**src/rtl/jtdsp16_prog_loader_if.sv**
```systemverilog
// Byte-stream download and program-ROM write bus of the DSP16 program loader.
// The master side is the system (byte source, ROM observer); the slave side
// is the loader itself.
interface jtdsp16_prog_loader_if #(
  parameter int AW = 12
);
  logic [7:0]    in_data;
  logic          in_valid;
  logic          in_ready;
  logic [AW-1:0] prog_addr;
  logic [15:0]   prog_data;
  logic          prog_we;

  modport master (
    output in_data, in_valid,
    input  in_ready, prog_addr, prog_data, prog_we
  );

  modport slave (
    input  in_data, in_valid,
    output in_ready, prog_addr, prog_data, prog_we
  );
endinterface

```
**src/rtl/jtdsp16_prog_loader.sv**
```systemverilog
// DSP16 program loader: assembles little-endian 16-bit words from a byte
// stream, writes them to program ROM addresses 0..LEN-1 and holds the DSP
// core in reset until the image is complete.
// Optional feature: define JTDSP16_PROG_CHKSUM_EN to append a two-byte
// checksum trailer (16-bit sum of all words); a mismatch sets err and keeps
// the DSP in reset.
module jtdsp16_prog_loader #(
  parameter int AW  = 12,
  parameter int LEN = 4096
) (
  input  logic                 clk,
  input  logic                 rst,
  input  logic                 start,
  jtdsp16_prog_loader_if.slave bus,
  output logic                 dsp_rst,
  output logic                 busy,
  output logic                 done,
  output logic                 err
);

  localparam logic [AW-1:0] LAST = AW'(LEN - 1);

  typedef enum logic [2:0] {
    IDLE,
    LO,
    HI,
    WR,
    DONE
`ifdef JTDSP16_PROG_CHKSUM_EN
    ,
    CKLO,
    CKHI
`endif
  } state_t;

  state_t        state;
  logic          in_ready;
  logic          accept;
  logic [AW-1:0] prog_addr;
  logic [15:0]   prog_data;
  logic          prog_we;

`ifdef JTDSP16_PROG_CHKSUM_EN
  logic [15:0] sum;
  logic [7:0]  ck_lo;
`endif

  assign bus.in_ready  = in_ready;
  assign bus.prog_addr = prog_addr;
  assign bus.prog_data = prog_data;
  assign bus.prog_we   = prog_we;
  assign accept        = bus.in_valid & in_ready;

  // Byte acceptance is a pure decode of the registered state.
  always_comb begin
    // NOTE: default first so every path assigns in_ready and no latch is inferred.
    in_ready = 1'b0;
    case (state)
      LO, HI: in_ready = 1'b1;
`ifdef JTDSP16_PROG_CHKSUM_EN
      CKLO, CKHI: in_ready = 1'b1;
`endif
      default: in_ready = 1'b0;
    endcase
  end

`ifndef JTDSP16_PROG_CHKSUM_EN
  assign err = 1'b0;
`endif

  // Load sequencer: byte assembly, ROM write strobe and status outputs.
  always_ff @(posedge clk or posedge rst) begin
    if (rst) begin
      state     <= IDLE;
      prog_addr <= '0;
      prog_data <= '0;
      prog_we   <= 1'b0;
      dsp_rst   <= 1'b1;
      busy      <= 1'b0;
      done      <= 1'b0;
`ifdef JTDSP16_PROG_CHKSUM_EN
      err       <= 1'b0;
      sum       <= '0;
      ck_lo     <= '0;
`endif
    end else begin
      // NOTE: non-blocking throughout so every branch sees pre-edge values.
      prog_we <= 1'b0;
      case (state)
        IDLE, DONE: begin
          if (start) begin
            state     <= LO;
            prog_addr <= '0;
            done      <= 1'b0;
            dsp_rst   <= 1'b1;
            busy      <= 1'b1;
`ifdef JTDSP16_PROG_CHKSUM_EN
            err       <= 1'b0;
            sum       <= '0;
`endif
          end
        end
        LO: begin
          if (accept) begin
            prog_data[7:0] <= bus.in_data;
            state          <= HI;
          end
        end
        HI: begin
          if (accept) begin
            prog_data[15:8] <= bus.in_data;
            prog_we         <= 1'b1;
            state           <= WR;
          end
        end
        WR: begin
`ifdef JTDSP16_PROG_CHKSUM_EN
          sum <= sum + prog_data;
`endif
          if (prog_addr != LAST) begin
            prog_addr <= prog_addr + AW'(1);
            state     <= LO;
          end else begin
`ifdef JTDSP16_PROG_CHKSUM_EN
            state <= CKLO;
`else
            state   <= DONE;
            busy    <= 1'b0;
            done    <= 1'b1;
            dsp_rst <= 1'b0;
`endif
          end
        end
`ifdef JTDSP16_PROG_CHKSUM_EN
        CKLO: begin
          if (accept) begin
            ck_lo <= bus.in_data;
            state <= CKHI;
          end
        end
        CKHI: begin
          if (accept) begin
            state   <= DONE;
            busy    <= 1'b0;
            done    <= 1'b1;
            err     <= ({bus.in_data, ck_lo} != sum);
            dsp_rst <= ({bus.in_data, ck_lo} != sum);
          end
        end
`endif
        default: state <= IDLE;
      endcase
    end
  end

endmodule

```
**src/flat_wrapper.sv**
```systemverilog
// flat-port wrapper written by rule: the top's interface ports become plain ports
module jtdsp16_prog_loader_flat 
#(
  parameter int AW  = 12,
  parameter int LEN = 4096
)
  (clk, rst, start, dsp_rst, busy, done, err, bus_in_data, bus_in_valid, bus_in_ready, bus_prog_addr, bus_prog_data, bus_prog_we);
  jtdsp16_prog_loader_if #(.AW(AW)) bus_i ();
  input  logic clk;
  input  logic rst;
  input  logic start;
  output logic dsp_rst;
  output logic busy;
  output logic done;
  output logic err;
  input wire logic [$bits(bus_i.in_data)-1:0] bus_in_data;
  input wire logic [$bits(bus_i.in_valid)-1:0] bus_in_valid;
  output wire logic [$bits(bus_i.in_ready)-1:0] bus_in_ready;
  output wire logic [$bits(bus_i.prog_addr)-1:0] bus_prog_addr;
  output wire logic [$bits(bus_i.prog_data)-1:0] bus_prog_data;
  output wire logic [$bits(bus_i.prog_we)-1:0] bus_prog_we;
  assign bus_i.in_data = bus_in_data;
  assign bus_i.in_valid = bus_in_valid;
  assign bus_in_ready = bus_i.in_ready;
  assign bus_prog_addr = bus_i.prog_addr;
  assign bus_prog_data = bus_i.prog_data;
  assign bus_prog_we = bus_i.prog_we;
  jtdsp16_prog_loader #(.AW(AW), .LEN(LEN)) u_core (.clk(clk), .rst(rst), .start(start), .bus(bus_i), .dsp_rst(dsp_rst), .busy(busy), .done(done), .err(err));
endmodule
```
**config.mk**
```make
export PLATFORM = sky130hd
export DESIGN_NAME = jtdsp16_prog_loader_flat
export DESIGN_NICKNAME = d
export VERILOG_FILES = /design/src/rtl/jtdsp16_prog_loader_if.sv /design/src/rtl/jtdsp16_prog_loader.sv /design/src/flat_wrapper.sv
export SDC_FILE = /design/constraint.sdc
export NUM_CORES = 1
export LEC_CHECK = 0
export CORE_AREA = 2 2 61 63
export CTS_CLUSTER_SIZE = 12
export DETAILED_ROUTE_END_ITERATION = 16
export DIE_AREA = 0 0 63 65
export PLACE_DENSITY = 0.81
export SYNTH_ARGS = -nofsm -noshare
export SYNTH_HDL_FRONTEND = slang
export SYNTH_SLANG_ARGS = --single-unit
```
**constraint.sdc**
```tcl
create_clock -name clk -period 2.65 [get_ports clk]
set_input_delay 0.53 -clock clk [delete_from_list [all_inputs] [get_ports clk]]
set_output_delay 0.53 -clock clk [all_outputs]
set_load 0.005 [all_outputs]
```
## Word level (Yosys, flattened, before mapping)

Index checks and enable logic that the tools add are counted.

| storage, ports and cells | value |
|---|---|
| bits in registers | 35 |
| bits in latches | 0 |
| RAM bits | 0 |
| bits in read-only memories | 0 |
| bits of input ports | 12 |
| output and inout port bits | 34 |
| logic and storage cells | 46 |
| memories | 0 |

| operators by class | value |
|---|---|
| $add $sub $neg | 1 |
| multiply operators | 0 |
| divide/modulo/power cells | 0 |
| $lt $le $gt $ge | 0 |
| equality and inequality tests | 10 |
| shift-type cells | 0 |
| mux-type cells | 17 |
| bitwise logic cells | 1 |
| reductions and logical operators | 9 |

Operators with widths:

| kind | count |
|---|---|
| 12-bit 2-to-1 mux | 2 |
| 12-bit case mux with 2 select lines | 1 |
| 12-bit by 1-bit adder with 12-bit output, second input constant | 1 |
| 3-bit 2-to-1 mux | 4 |
| 12-bit inequality test, second input constant | 1 |
| 3-bit case mux with 4 select lines | 1 |
| 3-bit AND reduction | 3 |
| 1-bit 2-to-1 mux | 7 |
| 3-bit by 2-bit == test with 1-bit output, second input constant | 2 |
| 2-bit by 1-bit inequality test with 1-bit output, second input constant | 3 |
| 2-bit inequality test, second input constant | 2 |
| 1-bit case mux with 2 select lines | 2 |
| 2-bit AND reduction | 2 |
| 2-bit OR reduction | 2 |
| 3-bit by 1-bit == test with 1-bit output, second input constant | 1 |
| 3-bit == test, second input constant | 1 |
| 3-bit zero test | 1 |
| 2-bit nonzero test | 1 |
| 1-bit bitwise AND | 1 |

## Longest topological paths before layout

Gate-level depths: netlist of the first run.

| logic depth | value |
|---|---|
| depth after elaboration | 6 |
| mapped depth | 6 |
| mapped depth without buffers | 5 |

## Worst setup path before layout of the first run

OpenSTA, ideal clock, no wires.

| timing | value |
|---|---|
| kind | reg-to-reg |
| start point | register u_core.prog_addr[0] (netlist: u_core.bus.prog_addr[0]) |
| end point | register u_core.state[0] |
| setup time | 0.126 ns |
| arrival | 1.584 ns |
| required time | 2.524 ns |
| path slack | 0.940 ns |
| cell stages (with the launch flop) | 6 |
| buffers on the path | 0 |
| period minus slack after synthesis | 1.710 ns |
| cell sequence | dfrtp_1 > ha_1 > nand3_2 > o31ai_4 > o21ai_2 > a311o_1 |

| between the ends | value |
|---|---|
| longest elaborated chain between the ends | 3 |

RTL lines:

| element | line | text |
|---|---|---|
| start: declaration | jtdsp16_prog_loader.sv:39 | `logic [AW-1:0] prog_addr;` |
| start signal: assignment | jtdsp16_prog_loader.sv:121 | `prog_addr <= prog_addr + AW'(1);` |
| 12-bit inequality test | jtdsp16_prog_loader.sv:120 | `if (prog_addr != LAST) begin` |
| 3-bit 2-to-1 mux | jtdsp16_prog_loader.sv:120 |  |
| 3-bit case mux with 4 select lines | jtdsp16_prog_loader.sv:89 | `case (state)` |
| end signal: assignment | jtdsp16_prog_loader.sv:92 | `state <= LO;` |
| end signal: assignment | jtdsp16_prog_loader.sv:122 | `state <= LO;` |
| end signal: assignment | jtdsp16_prog_loader.sv:127 | `state <= DONE;` |
| end: declaration | jtdsp16_prog_loader.sv:36 | `state_t state;` |

No other way between the ends.
A chain may end at the register's enable or synchronous reset.

## Final worst setup path of the first run

| timing | value |
|---|---|
| start point | register u_core.state[0] |
| end point | output port bus_in_ready |

| between the ends | value |
|---|---|
| longest elaborated chain between the ends | 3 |
| elaborated cells between the ends (all ways) | 4 |
| classes of those cells | eq/ne: 2; mux: 1; reduce/logical: 1 |

RTL lines:

| element | line | text |
|---|---|---|
| start signal: assignment | jtdsp16_prog_loader.sv:74 | `state <= IDLE;` |
| start signal: assignment | jtdsp16_prog_loader.sv:92 |  |
| start signal: assignment | jtdsp16_prog_loader.sv:106 | `state <= HI;` |
| 3-bit by 1-bit == test with 1-bit output / 3-bit by 2-bit == test with 1-bit output (equally long branches) | jtdsp16_prog_loader.sv:58 | `case (state)` |
| 2-bit OR reduction * | jtdsp16_prog_loader.sv:58 |  |
| 1-bit 2-to-1 mux * | jtdsp16_prog_loader.sv:58 |  |
| end: declaration | flat_wrapper.sv:18 | `output wire logic [$bits(bus_i.in_ready)-1:0] bus_in_ready;` |

Mark *: on every way between the ends. The rest lies on a longest branch, timed or not.

==> metrics.md, run 1 <==
| Metric | Value |
|---|---|
| Setup TNS | `0 ns` |
| Max-cap violations | `0` |
| Leading area contributor after synthesis | `dfrtp_1` |
| Starting Density | `0.479` |
| Initial antenna violation count | `0` |
| Synth cell types | `44` |
| Height of the die | `65 um` |
| All-layer global routing usage | `0.202` |
| Slowest stage cell, crit path | `clkdlybuf4s50_1` |
| First drt pass iteration count | `4` |
| CTS HTree Levels | `2` |
| Synthesized net count | `152` |
| Die W | `63 um` |
| Nets | `202` |
| Overall power | `2.10 mW` |
| Endpoints failing hold | `0` |
| Sink Count | `35` |
| Drt drc | `0` |
| Tmin final | `2.29 ns` |
| First-pass GRT wire length | `6.40 mm` |
| Overflow after GRT | `0` |
| Post-Syn Area | `1670 um^2` |
| Via count | `1334` |
| Crit path DAT | `1.76 ns` |
| Clock Skew | `0.0241 ns` |
| Post-CTS sizing | `0` |
| Post-layout util | `0.644` |
| PortBufs | `44` |
| CTS Hold Bufs | `0` |
| Core footprint | `3500 um^2` |
| DRT iter0 DRCs | `83` |
| Worst setup margin | `0.357 ns` |
| Layout fillers | `304` |
| Inserted Clock Buffers | `5` |
| Max FO, Critical Path | `9` |
| Setup WS pre-CTS | `0.543 ns` |
| Largest family of logic cells by synthesized area | `compound AO/OA/AOI/OAI gates` |
| Post-route insts no fill | `238` |
| Top-Level Pins | `46` |
| Seq cells post-synth | `35` |
| Fmax | `436 MHz` |
| Syn_area_per_cell | `12.0 um^2` |
| Worst-path clk slew | `0.11 ns` |
| RSZ-0062 raised after global routing | `false` |
| Cells along the critical path | `nand2b_1 > a21oi_1 > clkdlybuf4s50_1` |
| CTS tree | `built` |
| Clk Latency, worst-skew pair | `0.35 ns` |
| Post-CTS Setup Repair Bufs | `0` |
| Crit path max-delay family | `buffers and inverters` |
| Final setup viols | `0` |
| Post-synthesis mux area share | `0.120` |
| Critical path startpoint category | `register` |
| Wire per inst | `16.0 um` |
| Largest net degree at the start of global routing | `36` |
| Global placement routability congestion | `0.869` |
| Clock root buffer | `clkbuf_4` |
| Min-Delay Path Class | `register to register` |
| Peak supply drop | `0.551 mV` |
| Dpl cells | `230` |
| WL final | `3.81 mm` |
| Number of global-route vias before repair | `1395` |
| Synth Area in Simple Gates | `0.155` |
| Synth Area in Adders | `0.00747` |
| Synth Area in Compound Gates | `0.161` |
| Share of cells above drive strength 1 | `0.221` |
| YS warnings | `0` |
| Status | `complete, no violations` |
| Leakage | `0.933 nW` |
| FP Rows | `22` |
| Final ANT Viol Nets | `0` |
| Post-synthesis xor/xnor area fraction | `0` |
| Post-Synthesis Cells | `139` |
| WP data required | `2.12 ns` |
| Critical path class | `register to output port` |
| Worst path bufs/invs | `1` |
| N_diodes | `0` |
| Top cells by area, synth | `dfrtp_1 (51%), mux2_2 (11%), o31ai_1 (3.1%)` |
| DP Wirelength | `2.74 mm` |
| Worst setup EP type | `output port` |
| Area growth syn-to-layout | `34.4%` |
| Pwr per Cell Area | `935 nW/um^2` |
| Max incr delay on CP | `0.53 ns` |
| Fin. max-slew vios | `0` |
| Vias/cell | `5.61` |
| Clock Tree Buf Depth | `2` |
| Sequential fraction of the synthesis area | `0.524` |
| Die ar. | `4100 um^2` |
| Final Cycle Share | `0.865` |
| Yosys top cell area share | `0.508` |
[per-layer routing]
metal,wire length [um],track usage,vias to the layer above
met3,336,0.0799,9
met5,0,0,-
li1,-,-,622
met4,63,0.0861,0
met1,1510,0.214,643
met2,1900,0.358,60
[sequential cells by signal, summed over array words and instances, names as in the netlist]
| signal | cells |
|---|---|
| u_core.bus.prog_we | 1 |
| u_core.busy | 1 |
| u_core.bus.prog_data | 16 |
| u_core.dsp_rst | 1 |
| u_core.done | 1 |
| u_core.state | 3 |
| u_core.bus.prog_addr | 12 |
[Yosys cell counts (all sizes together)]
master / instances
a21o: 3
a21oi: 5
a22o: 1
a311o: 1
a31oi: 4
a41oi: 1
and3: 2
and3b: 1
buf: 6
conb: 1
dfrtp: 34
dfstp: 1
ha: 1
inv: 4
mux2: 16
mux2i: 2
nand2: 8
nand2b: 2
nand3: 4
nand3b: 2
nand4: 3
nor2: 7
nor3: 1
nor3b: 2
nor4: 2
nor4bb: 1
o21ai: 8
o22ai: 1
o31a: 2
o31ai: 8
o41ai: 3
or3: 1
or4: 1
[cells in the final DEF (no fill, tap or decap), types with 2 or more instances in the layout]
master,instances
clkdlybuf4s50_1,44
dfrtp_1,34
mux2_2,16
nand2_1,8
o31ai_1,7
nor2_1,6
o21ai_0,6
a21oi_1,5
clkbuf_4,5
buf_4,5
inv_1,4
a31oi_1,4
o41ai_1,3
a21o_1,3
nand3_1,3
nand2b_1,2
o31a_2,2
mux2i_1,2
and3_1,2
clkbuf_8,2
[worst register-to-register path: cells and delay by family (launching register included)]
family / cells / cell delay [ns]
flops: 1 / 0.44
simple gates: 1 / 0.23
fa+ha+maj: 1 / 0.27
compound gates: 3 / 0.91
[report_power, final]
part	leakage (nW)	switching, mW	internal, mW
registers	0.442	0.153	0.721
clock network	0.0375	0.187	0.155
logic	0.454	0.329	0.558
[final timing paths]
check / from / end / slack (ns) / cells after the start
hold reg to reg: u_core.busy / u_core.busy / 0.51 / 1
setup reg to reg: u_core.bus.prog_addr[0] / u_core.state[0] / 0.70 / 5
min in group asynchronous: rst / u_core.bus.prog_addr[9] / 0.55 / 3
hold / removal: u_core.busy / u_core.busy / 0.51 / 1
max in group asynchronous: rst / u_core.dsp_rst / 1.74 / 3
setup / recovery: u_core.state[0] / bus_in_ready / 0.36 / 3
[area by class of cell]
type	count	area, um^2	area share
sequential	35	877	0.390
multi-input combinational	94	747	0.332
timing repair buffer	49	478	0.212
clock buffer	7	65.1	0.0289
tap	48	60.1	0.0267
inverter	4	15.0	0.00667
clock inverter	1	7.51	0.00334
[stage by stage]
step           cell area [um^2]  hold slack [ns]
6_report                   2250            0.509
5_1_grt                    2250            0.520
3_3_place_gp               2180            0.467
3_5_place_dp               2180            0.494
2_1_floorplan              1670            0.474
4_1_cts                    2250            0.519
[cell families (layout without fill, tap and decap cells)]
| logic type | after synthesis | count (layout) |
|---|---|---|
| AOI/OAI and AO/OA | 37 | 37 |
| adders and majority gates | 1 | 1 |
| buffers and inverters | 10 | 61 |
| DFF | 35 | 35 |
| muxes | 18 | 18 |
| other | 1 | 1 |
| and+or+nand+nor | 37 | 37 |
(Power assumes the default switching activity.)
==> run 2, diff against run 1 <==
--- a/config.mk
+++ b/config.mk
@@ -5,11 +5,12 @@
 export SDC_FILE = /design/constraint.sdc
 export NUM_CORES = 1
 export LEC_CHECK = 0
-export CORE_AREA = 2 2 61 63
+export CORE_AREA = 2 2 63 65
 export CTS_CLUSTER_SIZE = 12
 export DETAILED_ROUTE_END_ITERATION = 16
-export DIE_AREA = 0 0 63 65
-export PLACE_DENSITY = 0.81
+export DIE_AREA = 0 0 65 67
+export MAX_ROUTING_LAYER = met4
+export PLACE_DENSITY = 0.77
 export SYNTH_ARGS = -nofsm -noshare
 export SYNTH_HDL_FRONTEND = slang
 export SYNTH_SLANG_ARGS = --single-unit
==> constraint.sdc (replaced) <==
create_clock -name clk -period 2.6 [get_ports clk]
set_input_delay 0.52 -clock clk [delete_from_list [all_inputs] [get_ports clk]]
set_output_delay 0.52 -clock clk [all_outputs]
set_load 0.005 [all_outputs]
==> run 2 against run 1 <==
Effect of this change: utilization down 0.96 points; clock power up 50%; setup slack better by 0.019 ns; global-route usage up 0.51 points; hold slack worse by 0.015 ns; highest routed layer unchanged.
==> metrics.md, run 2 (same netlist as run 1, synthesis figures left out) <==
| Metric | Value |
|---|---|
| WL met3 | `249 um (-26%)` |
| Fin. max-slew vios | `0 (unchanged)` |
| Global placement routability congestion | `0.857 (-1.4%)` |
| Tmin final | `2.22 ns` |
| Critical path startpoint category | `register` |
| Most frequent cells in the layout | `clkdlybuf4s50_1 (44), dfrtp_1 (34), mux2_2 (16)` |
| PortBufs | `44 (unchanged)` |
| DR top layer | `met4` |
| Via count | `1309 (-1.9%)` |
| Nets | `200 (-0.99%)` |
| Crit path DAT | `1.70 ns (-0.06 ns)` |
| Worst-path clk slew | `0.08 ns (-0.03 ns)` |
| Final Cycle Share | `0.855` |
| Most common cell after layout, fill and taps aside | `clkdlybuf4s50_1` |
| Share of cells above drive strength 1 | `0.218 (-0.00297)` |
| Die W | `65 um (+3.2%)` |
| Biggest register | `u_core.bus.prog_data` |
| Inserted Clock Buffers | `5 (unchanged)` |
| Drt drc | `0 (unchanged)` |
| Max-cap violations | `0 (unchanged)` |
| RSZ-0062 raised after global routing | `false` |
| Measured slew at the worst slew-check pin | `0.499 ns` |
| First-pass GRT wire length | `6.57 mm (+2.6%)` |
| Initial antenna violation count | `0 (unchanged)` |
| Number of global-route vias before repair | `1344 (-3.7%)` |
| Critical path class | `register to output port` |
| Clk Latency, worst-skew pair | `0.29 ns (-0.06 ns)` |
| Setup WS pre-CTS | `0.377 ns (-0.167 ns)` |
| CTS tree | `built` |
| WL final | `3.86 mm (+1.5%)` |
| N_diodes | `0 (unchanged)` |
| Cells along the critical path | `nand2b_1 > a21oi_1 > clkdlybuf4s50_1` |
| Final setup viols | `0 (unchanged)` |
| Slowest stage cell, crit path | `clkdlybuf4s50_1` |
| Top-Level Pins | `46 (unchanged)` |
| Clock Tree Buf Depth | `2 (unchanged)` |
| Status | `complete, no violations` |
| Starting Density | `0.464 (-0.0146)` |
| Final ANT Viol Nets | `0 (unchanged)` |
| Setup TNS | `0 ns (unchanged)` |
| Height of the die | `67 um (+3.1%)` |
| First drt pass iteration count | `4 (unchanged)` |
| Core footprint | `3610 um^2 (+3.1%)` |
| Largest register FFs | `16 (unchanged)` |
| Leakage | `0.947 nW (+1.5%)` |
| Largest regs | `u_core.bus.prog_data: 16 flops, u_core.bus.prog_addr: 12 flops, u_core.state: 3 flops` |
| DRT iter0 DRCs | `85 (+2.4%)` |
| WP data required | `2.08 ns (-0.04 ns)` |
| Min-Delay Path Class | `register to register` |
| All-layer global routing usage | `0.207 (+0.00506)` |
| Worst setup margin | `0.376 ns (+0.0193 ns)` |
| FP Rows | `22 (unchanged)` |
| Wire per inst | `16.4 um (+2.4%)` |
| Relative slew margins | `0.666` |
| Sink Count | `35 (unchanged)` |
| Post-CTS sizing | `0 (unchanged)` |
| Vias/cell | `5.55 (-1.0%)` |
| Crit path max-delay family | `buffers and inverters` |
| Die ar. | `4360 um^2 (+6.3%)` |
| Max incr delay on CP | `0.52 ns (about the same)` |
| Fmax | `450 MHz` |
| WL met2 | `1.94 mm (+1.9%)` |
| Post-CTS Setup Repair Bufs | `0 (unchanged)` |
| Endpoints failing hold | `0 (unchanged)` |
| Clock Skew | `0.00881 ns (-0.0153 ns)` |
| Overflow after GRT | `0 (unchanged)` |
| Worst setup EP type | `output port` |
| Pwr per Cell Area | `1010 nW/um^2 (+7.8%)` |
| Peak supply drop | `0.626 mV (+14%)` |
| Wl on met1 | `1.64 mm (+9.1%)` |
| Largest net degree at the start of global routing | `36 (unchanged)` |
| Max FO, Critical Path | `9 (unchanged)` |
| CTS Hold Bufs | `0 (unchanged)` |
| Worst path bufs/invs | `1 (unchanged)` |
| Final hold slack | `0.494 ns (-0.0152 ns)` |
| Area growth syn-to-layout | `36.5%` |
| Clock root buffer | `clkbuf_8` |
| DP Wirelength | `2.72 mm (-0.56%)` |
| CTS HTree Levels | `2 (unchanged)` |
==> run 2: per-stage QoR <==
stage / std cells / instance area, um^2 / power (mW) / utilization
2_1_floorplan: 139 / 1670 / 1.32 / -
3_3_place_gp: 228 / 2170 / 1.77 / 0.601
6_report: 236 / 2290 / 2.31 / 0.634
5_1_grt: 236 / 2290 / 2.45 / 0.634
4_1_cts: 236 / 2290 / 2.33 / 0.634
3_5_place_dp: 228 / 2170 / 1.81 / 0.601
==> run 2: layer usage <==
layer,GRT usage,up-vias
li1,-,612
met2,0.340,50
met5,-,-
met3,0.0625,4
met1,0.242,643
met4,0.0771,0
==> run 2: worst paths after layout <==
| check | start | end | slack, ns | cells past startpoint |
|---|---|---|---|---|
| setup / recovery | u_core.state[0] | bus_in_ready | 0.38 | 3 |
| hold / removal | u_core.busy | u_core.busy | 0.49 | 1 |
| setup reg to reg | u_core.bus.prog_addr[0] | u_core.state[0] | 0.65 | 5 |
| hold reg to reg | u_core.busy | u_core.busy | 0.49 | 1 |
| max in group asynchronous | rst | u_core.dsp_rst | 1.64 | 3 |
| min in group asynchronous | rst | u_core.state[2] | 0.62 | 3 |
==> run 2: final cells by class <==
type	instances	area [um^2]
Clock buffer	6	82.6
Clock inverter	2	35.0
Fill cell	310	1320
Inverter	4	15.0
Multi-Input combinational cell	94	753
Sequential cell	35	877
Tap cell	48	60.1
Timing Repair Buffer	47	463
==> run 2: worst register-to-register path, delay by kind of cell, from the launching register on <==
family / cells / cell delay, ns
adder cells (fa/ha/maj): 1 / 0.27
AO/OA/AOI/OAI: 3 / 0.91
AND/OR/NAND/NOR: 1 / 0.23
flip-flops: 1 / 0.43
==> run 2: report_power, final <==
group	total (mW)	internal, mW	switching (mW)
combinational	0.897	0.563	0.334
clock	0.513	0.310	0.203
sequential	0.896	0.736	0.159
==> run 3, diff against run 2 <==
==> constraint.sdc (replaced) <==
create_clock -name clk -period 2.06 [get_ports clk]
set_input_delay 0.412 -clock clk [delete_from_list [all_inputs] [get_ports clk]]
set_output_delay 0.412 -clock clk [all_outputs]
set_load 0.005 [all_outputs]
==> run 3 against run 2 <==
Effect of this change: non-clock buffer count is 7 higher; sequential share of layout area is 0.20 points lower; critical path type unchanged; utilization is 0.52 points higher; highest routed layer unchanged; largest power group unchanged.
==> metrics.md, run 3 (same netlist as run 1, synthesis figures left out) <==
| Metric | Value |
|---|---|
| CTS tree | `built` |
| Final Cycle Share | `0.952` |
| FP Rows | `22 (unchanged)` |
| DRT iter0 DRCs | `56 (-34%)` |
| Share of cells above drive strength 1 | `0.246 (+0.0281)` |
| Critical path endpoint | `bus_in_ready` |
| Setup TNS | `0 ns (unchanged)` |
| Height of the die | `67 um (unchanged)` |
| Critical register-to-register path endpoint | `u_core.state[0]` |
| Endpoints failing hold | `0 (unchanged)` |
| PortBufs | `44 (unchanged)` |
| Peak supply drop | `0.841 mV (+34%)` |
| Switching power | `871 uW (+25%)` |
| Global placement routability congestion | `0.896 (+4.6%)` |
| Via count | `1374 (+5.0%)` |
| Slowest stage cell, crit path | `clkdlybuf4s50_1` |
| CTS Hold Bufs | `0 (unchanged)` |
| Worst setup EP type | `output port` |
| Tmin final | `1.96 ns` |
| All-layer global routing usage | `0.199 (-0.00854)` |
| Fin. max-slew vios | `0 (unchanged)` |
| Max-cap violations | `0 (unchanged)` |
| Fmax | `510 MHz` |
| Pwr per Cell Area | `1220 nW/um^2 (+21%)` |
| R2R depth | `5 (unchanged)` |
| Biggest register | `u_core.bus.prog_data` |
| Area growth syn-to-layout | `37.7%` |
| Vias/cell | `5.65 (+1.9%)` |
| Sink Count | `35 (unchanged)` |
| Clk Latency, worst-skew pair | `0.28 ns (about the same)` |
| Inserted Clock Buffers | `5 (unchanged)` |
| Overflow after GRT | `0 (unchanged)` |
| Most common cell after layout, fill and taps aside | `clkdlybuf4s50_1` |
| Starting Density | `0.464 (unchanged)` |
| Crit path from | `u_core.state[0]` |
| Most frequent cells in the layout | `clkdlybuf4s50_1 (44), dfrtp_1 (32), mux2_2 (16)` |
| Crit path max-delay family | `buffers and inverters` |
| Leakage | `0.961 nW (+1.5%)` |
| Clock Tree Buf Depth | `2 (unchanged)` |
| Worst path bufs/invs | `1 (unchanged)` |
| Clock root buffer | `clkbuf_8` |
| N_diodes | `0 (unchanged)` |
| Critical path class | `register to output port` |
| Critical path startpoint category | `register` |
| Switching portion of total power | `0.309 (+0.00694)` |
| Max FO, Critical Path | `5 (-4)` |
| Number of global-route vias before repair | `1409 (+4.8%)` |
| RSZ-0062 raised after global routing | `false` |
| Final setup viols | `0 (unchanged)` |
| P_int | `1.95 mW (+21%)` |
| Largest register FFs | `16 (unchanged)` |
| Comb power frac | `0.445 (+0.056)` |
| Post-layout util | `0.639 (+0.00520)` |
| Nets | `207 (+3.5%)` |
| Max incr delay on CP | `0.51 ns (about the same)` |
| Cells along the critical path | `nand2b_1 > a21oi_1 > clkdlybuf4s50_1` |
| Min-Delay Path Class | `register to register` |
| Drt drc | `0 (unchanged)` |
| Crit path DAT | `1.55 ns (-0.15 ns)` |
| DP Wirelength | `2.68 mm (-1.4%)` |
| Largest net degree at the start of global routing | `36 (unchanged)` |
| WL final | `3.80 mm (-1.6%)` |
| First drt pass iteration count | `4 (unchanged)` |
| WP data required | `1.65 ns (-0.43 ns)` |
| Reg-to-reg slack, setup | `0.14 ns (-0.51 ns)` |
| Layout fillers | `286 (-7.7%)` |
| Number of stages on the worst setup path | `3 (unchanged)` |
| Worst r2r src | `u_core.bus.prog_addr[0]` |
| Status | `complete, no violations` |
| Top-Level Pins | `46 (unchanged)` |
| Sequential power share | `0.389 (about the same)` |
| Final ANT Viol Nets | `0 (unchanged)` |
| Clock Skew | `0.00643 ns (-0.00238 ns)` |
| Core footprint | `3610 um^2 (unchanged)` |
| Die ar. | `4360 um^2 (unchanged)` |
| CTS HTree Levels | `2 (unchanged)` |
| Clock power share | `0.165 (-0.058)` |
| Worst-path clk slew | `0.07 ns (about the same)` |
| First-pass GRT wire length | `6.43 mm (-2.1%)` |
| Initial antenna violation count | `0 (unchanged)` |
| Die W | `65 um (unchanged)` |
| Wire per inst | `15.6 um (-4.4%)` |
| Largest regs | `u_core.bus.prog_data: 16 flops, u_core.bus.prog_addr: 12 flops, u_core.state: 3 flops` |
==> run 3: layout make-up <==
| class | count | area [um^2] | share of cell area |
|---|---|---|---|
| clock buffers | 7 | 76.3 | 0.0331 |
| clock inverters | 1 | 5.00 | 0.00217 |
| inverters | 4 | 15.0 | 0.00651 |
| multi-input cells | 94 | 753 | 0.327 |
| flip-flops and latches | 35 | 880 | 0.382 |
| well taps | 48 | 60.1 | 0.0261 |
| repair buffers | 54 | 515 | 0.224 |
==> run 3: repair_timing <==
item / in CTS / in global routing
setup endpoints to repair: 1 / 1
resized for setup: 1 / 1
buffers inserted: 0 / 3
cloned: 0 / 0
==> run 3: how the worst min path moves through the flow <==
stage,startpoint,endpoint,slack (ns),cells after the start
after floorplan,u_core.busy,u_core.busy,0.47,1
after global placement,u_core.busy,u_core.busy,0.47,1
after detailed placement,u_core.busy,u_core.busy,0.47,1
after CTS,u_core.busy,u_core.busy,0.49,1
after global routing,u_core.busy,u_core.busy,0.51,1
final,u_core.busy,u_core.busy,0.48,1
==> run 3: worst reg2reg max path: cells and delay by family (launching register included) <==
family / cells / cell delay (ns)
DFF: 1 / 0.43
adders and majority gates: 1 / 0.25
AOI/OAI and AO/OA: 3 / 0.90
and+or+nand+nor: 1 / 0.22
==> run 3: metal layers <==
| layer | up-vias | part of all wire | track usage |
|---|---|---|---|
| met1 | 691 | 0.42 | 0.233 |
| met3 | 4 | 0.053 | 0.0557 |
| met5 | - | 0 | - |
| li1 | 630 | - | - |
| met2 | 49 | 0.51 | 0.330 |
| met4 | 0 | 0.010 | 0.0691 |
==> run 3: stage by stage <==
step / hold slack [ns] / power, mW / instance area, um^2 / cells / setup WS [ns]
finish: 0.481 / 2.82 / 2300 / 243 / 0.0987
global route: 0.513 / 3.00 / 2300 / 243 / 0.0106
CTS: 0.486 / 2.80 / 2280 / 240 / 0.0235
detailed placement: 0.469 / 2.32 / 2200 / 232 / 0.128
global placement: 0.465 / 2.26 / 2200 / 232 / 0.155
floorplan: 0.474 / 1.66 / 1670 / 139 / 0.350
==> run 3: power by group through the flow <==
stage,combinational (mW),clock [mW],sequential [mW]
floorplan,0.574,0,1.09
global placement,1.15,0,1.11
detailed placement,1.19,0,1.13
CTS,1.19,0.484,1.12
global route,1.36,0.511,1.13
finish,1.26,0.466,1.10
